[src/rtl/dac_serial_rx.sv]
// Receiver for the 3-wire DAC programming bus: oversampled, MSB-first deserializer with a single-entry valid/ready buffer.
// Optional frame/error counters are enabled by defining DAC_SERIAL_RX_COUNTERS_EN.
module dac_serial_rx #(
  parameter int FRAME_BITS     = 24,
  parameter int TIMEOUT_CYCLES = 4096,
  parameter int SYNC_STAGES    = 2
) (
  input  logic                  clk_i,
  input  logic                  reset_i,
  input  logic                  ser_clk_i,
  input  logic                  ser_nsync_i,
  input  logic                  ser_din_i,
  output logic [FRAME_BITS-1:0] frame_data_o,
  output logic                  frame_valid_o,
  input  logic                  frame_ready_i,
  output logic                  err_short_o,
  output logic                  err_long_o,
  output logic                  err_timeout_o,
  output logic                  err_overflow_o,
  input  logic                  clear_err_i,
  output logic                  busy_o
`ifdef DAC_SERIAL_RX_COUNTERS_EN
  ,
  output logic [15:0]           frame_count_o,
  output logic [15:0]           error_count_o
`endif
);

  localparam int CNT_W = $clog2(FRAME_BITS + 2);
  localparam int TMO_W = $clog2(TIMEOUT_CYCLES + 1);
  localparam logic [CNT_W-1:0] CNT_FULL = CNT_W'(FRAME_BITS);
  localparam logic [CNT_W-1:0] CNT_SAT  = CNT_W'(FRAME_BITS + 1);
  localparam logic [TMO_W-1:0] TMO_LAST = TMO_W'(TIMEOUT_CYCLES - 1);

  typedef enum logic [1:0] {
    IDLE  = 2'd0,
    SHIFT = 2'd1,
    ABORT = 2'd2
  } state_t;

  logic [SYNC_STAGES-1:0] sclk_sync_q;
  logic [SYNC_STAGES-1:0] nsync_sync_q;
  logic [SYNC_STAGES-1:0] din_sync_q;
  logic                   sclk_prev_q;
  logic                   nsync_prev_q;

  logic sclk_s;
  logic nsync_s;
  logic din_s;
  logic sclk_fall;
  logic nsync_fall;
  logic nsync_rise;

  state_t                state_q, state_d;
  logic [FRAME_BITS-1:0] shift_q, shift_d;
  logic [CNT_W-1:0]      cnt_q, cnt_d;
  logic [TMO_W-1:0]      tmo_q, tmo_d;
  logic                  done_q, done_d;

  logic [FRAME_BITS-1:0] data_q, data_d;
  logic                  valid_q, valid_d;
  logic                  load_frame;

  logic set_short;
  logic set_long;
  logic set_timeout;
  logic set_overflow;
  logic err_short_q;
  logic err_long_q;
  logic err_timeout_q;
  logic err_overflow_q;

  // Idle levels of the bus (clock high, sync high) so reset never fakes an edge.
  always_ff @(posedge clk_i or posedge reset_i) begin
    if (reset_i) begin
      sclk_sync_q  <= '1;
      nsync_sync_q <= '1;
      din_sync_q   <= '0;
      sclk_prev_q  <= 1'b1;
      nsync_prev_q <= 1'b1;
    end else begin
      sclk_sync_q  <= {sclk_sync_q[SYNC_STAGES-2:0], ser_clk_i};
      nsync_sync_q <= {nsync_sync_q[SYNC_STAGES-2:0], ser_nsync_i};
      din_sync_q   <= {din_sync_q[SYNC_STAGES-2:0], ser_din_i};
      sclk_prev_q  <= sclk_sync_q[SYNC_STAGES-1];
      nsync_prev_q <= nsync_sync_q[SYNC_STAGES-1];
    end
  end

  assign sclk_s     = sclk_sync_q[SYNC_STAGES-1];
  assign nsync_s    = nsync_sync_q[SYNC_STAGES-1];
  assign din_s      = din_sync_q[SYNC_STAGES-1];
  assign sclk_fall  = sclk_prev_q & ~sclk_s;
  assign nsync_fall = nsync_prev_q & ~nsync_s;
  assign nsync_rise = ~nsync_prev_q & nsync_s;

  always_ff @(posedge clk_i or posedge reset_i) begin
    if (reset_i) begin
      state_q <= IDLE;
      shift_q <= '0;
      cnt_q   <= '0;
      tmo_q   <= '0;
      done_q  <= 1'b0;
    end else begin
      state_q <= state_d;
      shift_q <= shift_d;
      cnt_q   <= cnt_d;
      tmo_q   <= tmo_d;
      done_q  <= done_d;
    end
  end

  // A bit arriving with the sync rise is shifted first, so the length check uses cnt_d.
  always_comb begin
    state_d     = state_q;
    shift_d     = shift_q;
    cnt_d       = cnt_q;
    tmo_d       = tmo_q;
    done_d      = 1'b0;
    set_short   = 1'b0;
    set_long    = 1'b0;
    set_timeout = 1'b0;
    case (state_q)
      IDLE: begin
        if (nsync_fall) begin
          state_d = SHIFT;
          shift_d = '0;
          cnt_d   = '0;
          tmo_d   = '0;
        end
      end
      SHIFT: begin
        if (sclk_fall) begin
          shift_d = {shift_q[FRAME_BITS-2:0], din_s};
          tmo_d   = '0;
          if (cnt_q != CNT_SAT) begin
            cnt_d = cnt_q + 1'b1;
          end
        end else begin
          tmo_d = tmo_q + 1'b1;
        end
        if (nsync_rise) begin
          state_d = IDLE;
          if (cnt_d == CNT_FULL) begin
            done_d = 1'b1;
          end else if (cnt_d < CNT_FULL) begin
            set_short = 1'b1;
          end else begin
            set_long = 1'b1;
          end
        end else if (!sclk_fall && (tmo_q == TMO_LAST)) begin
          set_timeout = 1'b1;
          tmo_d       = '0;
          state_d     = ABORT;
        end
      end
      ABORT: begin
        if (nsync_s) begin
          state_d = IDLE;
        end
      end
      default: state_d = IDLE;
    endcase
  end

  // A consumer pop and a new frame in the same cycle reload the buffer without overflow.
  always_comb begin
    data_d       = data_q;
    valid_d      = valid_q;
    load_frame   = 1'b0;
    set_overflow = 1'b0;
    if (valid_q && frame_ready_i) begin
      valid_d = 1'b0;
    end
    if (done_q) begin
      if (!valid_q || frame_ready_i) begin
        load_frame = 1'b1;
        data_d     = shift_q;
        valid_d    = 1'b1;
      end else begin
        set_overflow = 1'b1;
      end
    end
  end

  always_ff @(posedge clk_i or posedge reset_i) begin
    if (reset_i) begin
      data_q  <= '0;
      valid_q <= 1'b0;
    end else begin
      data_q  <= data_d;
      valid_q <= valid_d;
    end
  end

  // Sticky flags: a new error in the clearing cycle survives the clear.
  always_ff @(posedge clk_i or posedge reset_i) begin
    if (reset_i) begin
      err_short_q    <= 1'b0;
      err_long_q     <= 1'b0;
      err_timeout_q  <= 1'b0;
      err_overflow_q <= 1'b0;
    end else begin
      err_short_q    <= (err_short_q & ~clear_err_i) | set_short;
      err_long_q     <= (err_long_q & ~clear_err_i) | set_long;
      err_timeout_q  <= (err_timeout_q & ~clear_err_i) | set_timeout;
      err_overflow_q <= (err_overflow_q & ~clear_err_i) | set_overflow;
    end
  end

`ifdef DAC_SERIAL_RX_COUNTERS_EN
  logic [15:0] frame_cnt_q;
  logic [15:0] err_cnt_q;
  logic        any_err_set;

  assign any_err_set = set_short | set_long | set_timeout | set_overflow;

  always_ff @(posedge clk_i or posedge reset_i) begin
    if (reset_i) begin
      frame_cnt_q <= '0;
      err_cnt_q   <= '0;
    end else begin
      frame_cnt_q <= (clear_err_i ? 16'd0 : frame_cnt_q) + {15'd0, load_frame};
      err_cnt_q   <= (clear_err_i ? 16'd0 : err_cnt_q) + {15'd0, any_err_set};
    end
  end

  assign frame_count_o = frame_cnt_q;
  assign error_count_o = err_cnt_q;
`endif

  assign frame_data_o   = data_q;
  assign frame_valid_o  = valid_q;
  assign err_short_o    = err_short_q;
  assign err_long_o     = err_long_q;
  assign err_timeout_o  = err_timeout_q;
  assign err_overflow_o = err_overflow_q;
  assign busy_o         = (state_q != IDLE);

endmodule

[config.mk]
export PLATFORM = sky130hd
export DESIGN_NAME = dac_serial_rx
export DESIGN_NICKNAME = d
export VERILOG_FILES = /design/src/rtl/dac_serial_rx.sv
export SDC_FILE = /design/constraint.sdc
export NUM_CORES = 1
export LEC_CHECK = 0
export CAP_MARGIN = 10
export CORE_MARGIN = 4
export CORE_UTILIZATION = 35
export DETAILED_ROUTE_END_ITERATION = 10
export PLACE_DENSITY = 0.6
export REMOVE_ABC_BUFFERS = 1
export SLEW_MARGIN = 40
export SYNTH_ARGS = -nofsm -noshare
export SYNTH_HDL_FRONTEND = slang
export SYNTH_SLANG_ARGS = --single-unit
export TNS_END_PERCENT = 5
[constraint.sdc]
create_clock -name clk_i -period 2.7 [get_ports clk_i]
set_input_delay 0.54 -clock clk_i [delete_from_list [all_inputs] [get_ports clk_i]]
set_output_delay 0.54 -clock clk_i [all_outputs]
set_load 0.1 [all_outputs]
# After elaboration in Yosys (flattened, before gate mapping)
# Cells that the tools add are included.
[op_classes]
add_sub_neg = 2
n_lt_le_gt_ge = 1
eq_ne = 9
mux = 37
bitwise = 15
n_reduce_logical = 12
[ops]
columns = ["operator", "count"]
rows = [
  ["$mux W13", 4],
  ["$mux W24", 2],
  ["$pmux W24 S2", 1],
  ["$pmux W13 S2", 1],
  ["$mux W5", 4],
  ["$mux W1", 19],
  ["$add A13 B1 Y13 const B", 1],
  ["$eq A13 B12 Y1 const B", 1],
  ["$pmux W5 S2", 1],
  ["$mux W2", 4],
  ["$and A1 B1 Y1", 7],
  ["$ne A2 B2 Y1 const B", 3],
  ["$pmux W2 S3", 1],
  ["$reduce_and A3 Y1", 2],
  ["$add A5 B1 Y5 const B", 1],
  ["$eq A5 B5 Y1 const B", 1],
  ["$lt A5 B5 Y1 const B", 1],
  ["$ne A5 B5 Y1 const B", 1],
  ["$not A1 Y1", 4],
  ["$or A1 B1 Y1", 4],
  ["$reduce_and A2 Y1", 2],
  ["$reduce_bool A2 Y1", 2],
  ["$ne A3 B3 Y1 const B", 1],
  ["$eq A2 B1 Y1 const B", 1],
  ["5 further kinds", 7],
]
[word_totals]
reg_bits = 82
in_bits = 7
out_inout_bits = 30

# Longest topological paths before layout
[depth]
word_depth = 10
mapped_depth = 7
depth_no_buf = 6

# Least setup slack after synthesis
# OpenSTA, ideal clock, no wires.
[synth_path]
path_type = "reg-to-reg"
startpoint = "register valid_q, in the netlist frame_valid_o"
endpoint = "register data_q[0], in the netlist frame_data_o[0]"
setup_time_ns = 0.126
t_arrival_ns = 2.006
path_slack_ns = 0.568
stages_incl_launch_ff = 5
cell_sequence = "dfrtp_1 nand2b_1 nand2_1 clkbuf_1 mux2_2"
[synth_between]
elab_chain_len = 3
[synth_lines]
columns = ["item", "line", "source"]
rows = [
  ["start, declared", "61", "logic valid_q, valid_d;"],
  ["start signal, assigned", "192", "valid_q <= valid_d;"],
  ["$logic_not A1 Y1", "176", "if (!valid_q || frame_ready_i) begin"],
  ["$logic_or A1 B1 Y1", "176", ""],
  ["$reduce_and A2 Y1 (no source line)", "n/a", ""],
  ["end signal, assigned", "191", "data_q <= data_d;"],
  ["end, declared", "60", "logic [FRAME_BITS-1:0] data_q, data_d;"],
]
# No other way between the ends.
# A chain may end at the register's enable or synchronous reset.

# Worst setup path after layout
[layout_path]
startpoint = "register tmo_q[0]"
endpoint = "register tmo_q[10]"
[layout_between]
elab_chain_len = 5
[layout_lines]
columns = ["item", "line", "source"]
rows = [
  ["start, declared", "57", "logic [TMO_W-1:0] tmo_q, tmo_d;"],
  ["start signal, assigned", "108", "tmo_q <= tmo_d;"],
  ["$add A13 B1 Y13 / $eq A13 B12 Y1 (equally long branches)", "140, 151", ""],
  ["$mux W13 / $logic_and A1 B1 Y1 (equally long branches)", "133, 151", ""],
  ["$mux W13", "151", "end else if (!sclk_fall && (tmo_q == TMO_LAST)) begin"],
  ["$mux W13 (*)", "142", "if (nsync_rise) begin"],
  ["$pmux W13 S2 (*)", "123", "case (state_q)"],
]
# Mark *: on every way between the ends. The rest lies on a longest branch, timed or not.

==> impl_metrics.env <==
export IMPL_synth_edf_count=0
export IMPL_status="complete, no violations"
export IMPL_cp_arrival_ps=2320
export IMPL_required_ps=2920
export IMPL_yosysTopAreaCell="dfrtp_1"
export IMPL_setup_violations_final=0
export IMPL_dp_hpwl_um=4531
export IMPL_cts_sinks=82
export IMPL_dieArea_mm2=0.01145
export IMPL_drive_gt1_share_pct=27.19
export IMPL_drv_slew=0
export IMPL_via_count=2331
export IMPL_clock_latency_ps=340
export IMPL_start_util_pct=36.62
export IMPL_synth_top_flop_cell="dfrtp_1"
export IMPL_intPower_mw=1.695
export IMPL_worst_pin_slew_ps=656.0
export IMPL_cts_resized_gates=0
export IMPL_synth_async_reset_ratio_pct=100.0
export IMPL_drc=0
export IMPL_path_cells="ha_1 > nand3_4 > or4b_1 > o21ai_1 > buf_4 > o211ai_1"
export IMPL_synth_seq_cells=82
export IMPL_synth_top_area_share_pct=55.41
export IMPL_grt_overflow_total=0
export IMPL_cts_made_buffers=9
export IMPL_cap_violations=0
export IMPL_cts_setup_buffers=0
export IMPL_wl_um=6534
export IMPL_fin_crit_sh_pct=77.69
export IMPL_r2r_end="tmo_q[10]"
export IMPL_synth_common_cells="dfrtp_1, a22o_1, mux2_2"
export IMPL_area_delta_synth_final_pct=18.81
export IMPL_rows=35
export IMPL_min_period_ps=2098
export IMPL_htreeDepth=3
export IMPL_clock_fmax_ghz=0.4767
export IMPL_core_mm2=0.009371
export IMPL_ys_seq_area_share_pct=60.01
export IMPL_grt_pass1_wl_um=11200
export IMPL_dpl_cell_count=444
export IMPL_ys_types=47
export IMPL_dpl_instance_area_mm2=0.003909
export IMPL_dr_pass1_iters=4
export IMPL_antenna_found_initial=0
export IMPL_layout_nets=336
export IMPL_grt_pass1_vias=2250
export IMPL_slowest_stage="or4b_1"
export IMPL_rr_worst_depth=6
export IMPL_worstPathMaxFanout=9
export IMPL_holdBufCountCts=0
export IMPL_fin_worst_skew_ps=8.057
export IMPL_stdcell_area_mm2=0.004078
export IMPL_pin_count=37
export IMPL_critical_path_buf_inv_count=1
export IMPL_worstSetupStartpoint="tmo_q[0]"
export IMPL_critPathMaxStageDelay_ps=680
export IMPL_ant_nets=0
export IMPL_synth_most_common_cell="dfrtp_1"
export IMPL_tns_ps=0
export IMPL_die_w_um=107.0
export IMPL_final_cell_count_no_fill=460
export IMPL_crit_family="simple AND/OR/NAND/NOR gates"
export IMPL_grt_max_degree=41
export IMPL_power_mw=2.374
export IMPL_cp_num_cells=6
export IMPL_crit_path_end_kind="flip-flop"
export IMPL_power_frac_clock_pct=32.4
export IMPL_routedWlPerCell_um=14.20
export IMPL_reg2reg_slack_ps=600
export IMPL_switching_share_pct=28.59
export IMPL_drt_iter0_drc=103
export IMPL_cts_root_buf="clkbuf_8"
export IMPL_cts_tree="built"
export IMPL_rsz0062_at_grt="no"
export IMPL_fin_util_pct=43.51
export IMPL_diodes=0
export IMPL_switchingPower_mw=0.6786
export IMPL_grt_util_all_layers_pct=12.31
export IMPL_pwr_density_cell_mw_per_mm2=582.1
export IMPL_critPathKind="reg -> reg"
export IMPL_synth_area_mm2=0.003432
export IMPL_hold_viol_final=0
export IMPL_hp_class="reg -> reg"
export IMPL_synthCells=283
export IMPL_ys_warn_count=0
export IMPL_p_leak_nw=1.874
export IMPL_cp_endpoint="tmo_q[10]"
export IMPL_path_clk_slew_ps=80
export IMPL_synthTopCellsByArea="dfrtp_1, mux2_2, a22o_1"
export IMPL_cts_buffer_depth=2
export IMPL_cp_start_kind="flip-flop"
export IMPL_timing_rr_start="tmo_q[0]"
export IMPL_pwr_share_comb_pct=12.2
export IMPL_peakVddDrop_uv=221.8
export IMPL_portBuffers=36
export IMPL_p_seq_share_pct=55.4
export IMPL_maxSlewHeadroom_pct=56.11
export IMPL_synth_area_per_cell_um2=12.13
export IMPL_routed_via_density=5.067
export IMPL_place_congestion=0.7568
export IMPL_die_y_um=107.0
power groups by stage:
stage / Combinational, mW / Clock (mW) / Sequential [mW]
2_1_floorplan: 0.185 / 0 / 1.34
3_3_place_gp: 0.295 / 0 / 1.34
4_1_cts: 0.296 / 0.806 / 1.32
3_5_place_dp: 0.296 / 0 / 1.34
6_report: 0.290 / 0.769 / 1.32
5_1_grt: 0.329 / 0.862 / 1.32
sequential cells by signal (all words and copies together) (netlist names):
name and flops:
frame_data_o 24, shift_q 24, tmo_q 13, cnt_q 5, din_sync_q 2, nsync_sync_q 2, sclk_sync_q 2, state_q 2
done_q 1, err_long_o 1, err_overflow_o 1, err_short_o 1, err_timeout_o 1, frame_valid_o 1, nsync_prev_q 1, sclk_prev_q 1
cell usage in the layout, fill, tap and decap left out, types with 2 or more instances in the layout:
| cell | Yosys | routed |
|---|---|---|
| nand2b_1 | 5 | 5 |
| ha_1 | 3 | 3 |
| nor2_1 | 8 | 8 |
| inv_1 | 13 | 12 |
| buf_4 | 0 | 38 |
| clkinv_2 | 0 | 3 |
| nor2b_1 | 2 | 2 |
| clkinvlp_4 | 0 | 3 |
| a21oi_1 | 7 | 7 |
| a22o_1 | 24 | 24 |
| nand2_1 | 19 | 19 |
| o21a_1 | 3 | 3 |
| mux2_2 | 24 | 24 |
| clkbuf_8 | 0 | 9 |
| xnor2_1 | 2 | 2 |
| clkdlybuf4s50_1 | 0 | 6 |
| o2111ai_1 | 3 | 3 |
| nand4_1 | 3 | 3 |
| o21ai_0 | 16 | 16 |
| o2bb2ai_1 | 2 | 2 |
| a32o_1 | 2 | 2 |
| a22oi_1 | 4 | 4 |
| o211ai_1 | 8 | 8 |
| dfrtp_1 | 76 | 76 |
| or3_1 | 7 | 7 |
| dfstp_2 | 6 | 6 |
| o21ai_1 | 6 | 6 |
| or2_2 | 2 | 2 |
| nand3_1 | 5 | 5 |
routing by layer:
| metal | global-route usage [%] | wire, um | vias up |
|---|---|---|---|
| li1 | - | - | 1130 |
| met1 | 16.62 | 3119 | 1152 |
| met2 | 18.99 | 3101 | 41 |
| met3 | 3.010 | 214 | 8 |
| met4 | 4.932 | 98 | 0 |
| met5 | 0 | 0 | - |
through the flow:
step           hold slack (ps)  setup slack (ps)
6_report                 356.9             602.3
5_1_grt                  363.7             462.8
4_1_cts                  360.2             588.8
3_5_place_dp             345.0             611.8
3_3_place_gp             334.7             668.3
2_1_floorplan            331.2             61.49
final cells by class:
cell class	instances	area (um^2)
Fill cell	905	5294
Sequential cell	82	2059
Multi-Input combinational cell	175	1272
Timing Repair Buffer	45	365.4
Tap cell	129	161.4
Clock buffer	10	127.6
Inverter	13	50.05
Clock inverter	6	41.29
worst min-delay path by stage:
stage,from,end,slack (ps),depth (start not counted)
floorplan,din_sync_q[0],din_sync_q[1],330,0
global placement,din_sync_q[0],din_sync_q[1],330,0
detailed placement,din_sync_q[0],din_sync_q[1],340,0
CTS,nsync_sync_q[0],nsync_sync_q[1],360,0
global route,nsync_sync_q[0],nsync_sync_q[1],360,0
finish,din_sync_q[0],din_sync_q[1],360,0
logic make-up (layout without fill, tap and decap cells):
| group | count (synthesis) | in the layout | share of synthesized area (%) |
|---|---|---|---|
| buffers and inverters | 26 | 74 | 2.917 |
| muxes | 25 | 25 | 8.166 |
| DFF | 82 | 82 | 60.01 |
| AOI/OAI and AO/OA | 82 | 82 | 17.17 |
| adders and majority gates | 3 | 3 | 1.094 |
| and+or+nand+nor | 63 | 63 | 10.14 |
| xor gates and xnor gates | 2 | 2 | 0.5105 |
No activity file was read; power rests on OpenSTA's default activity.
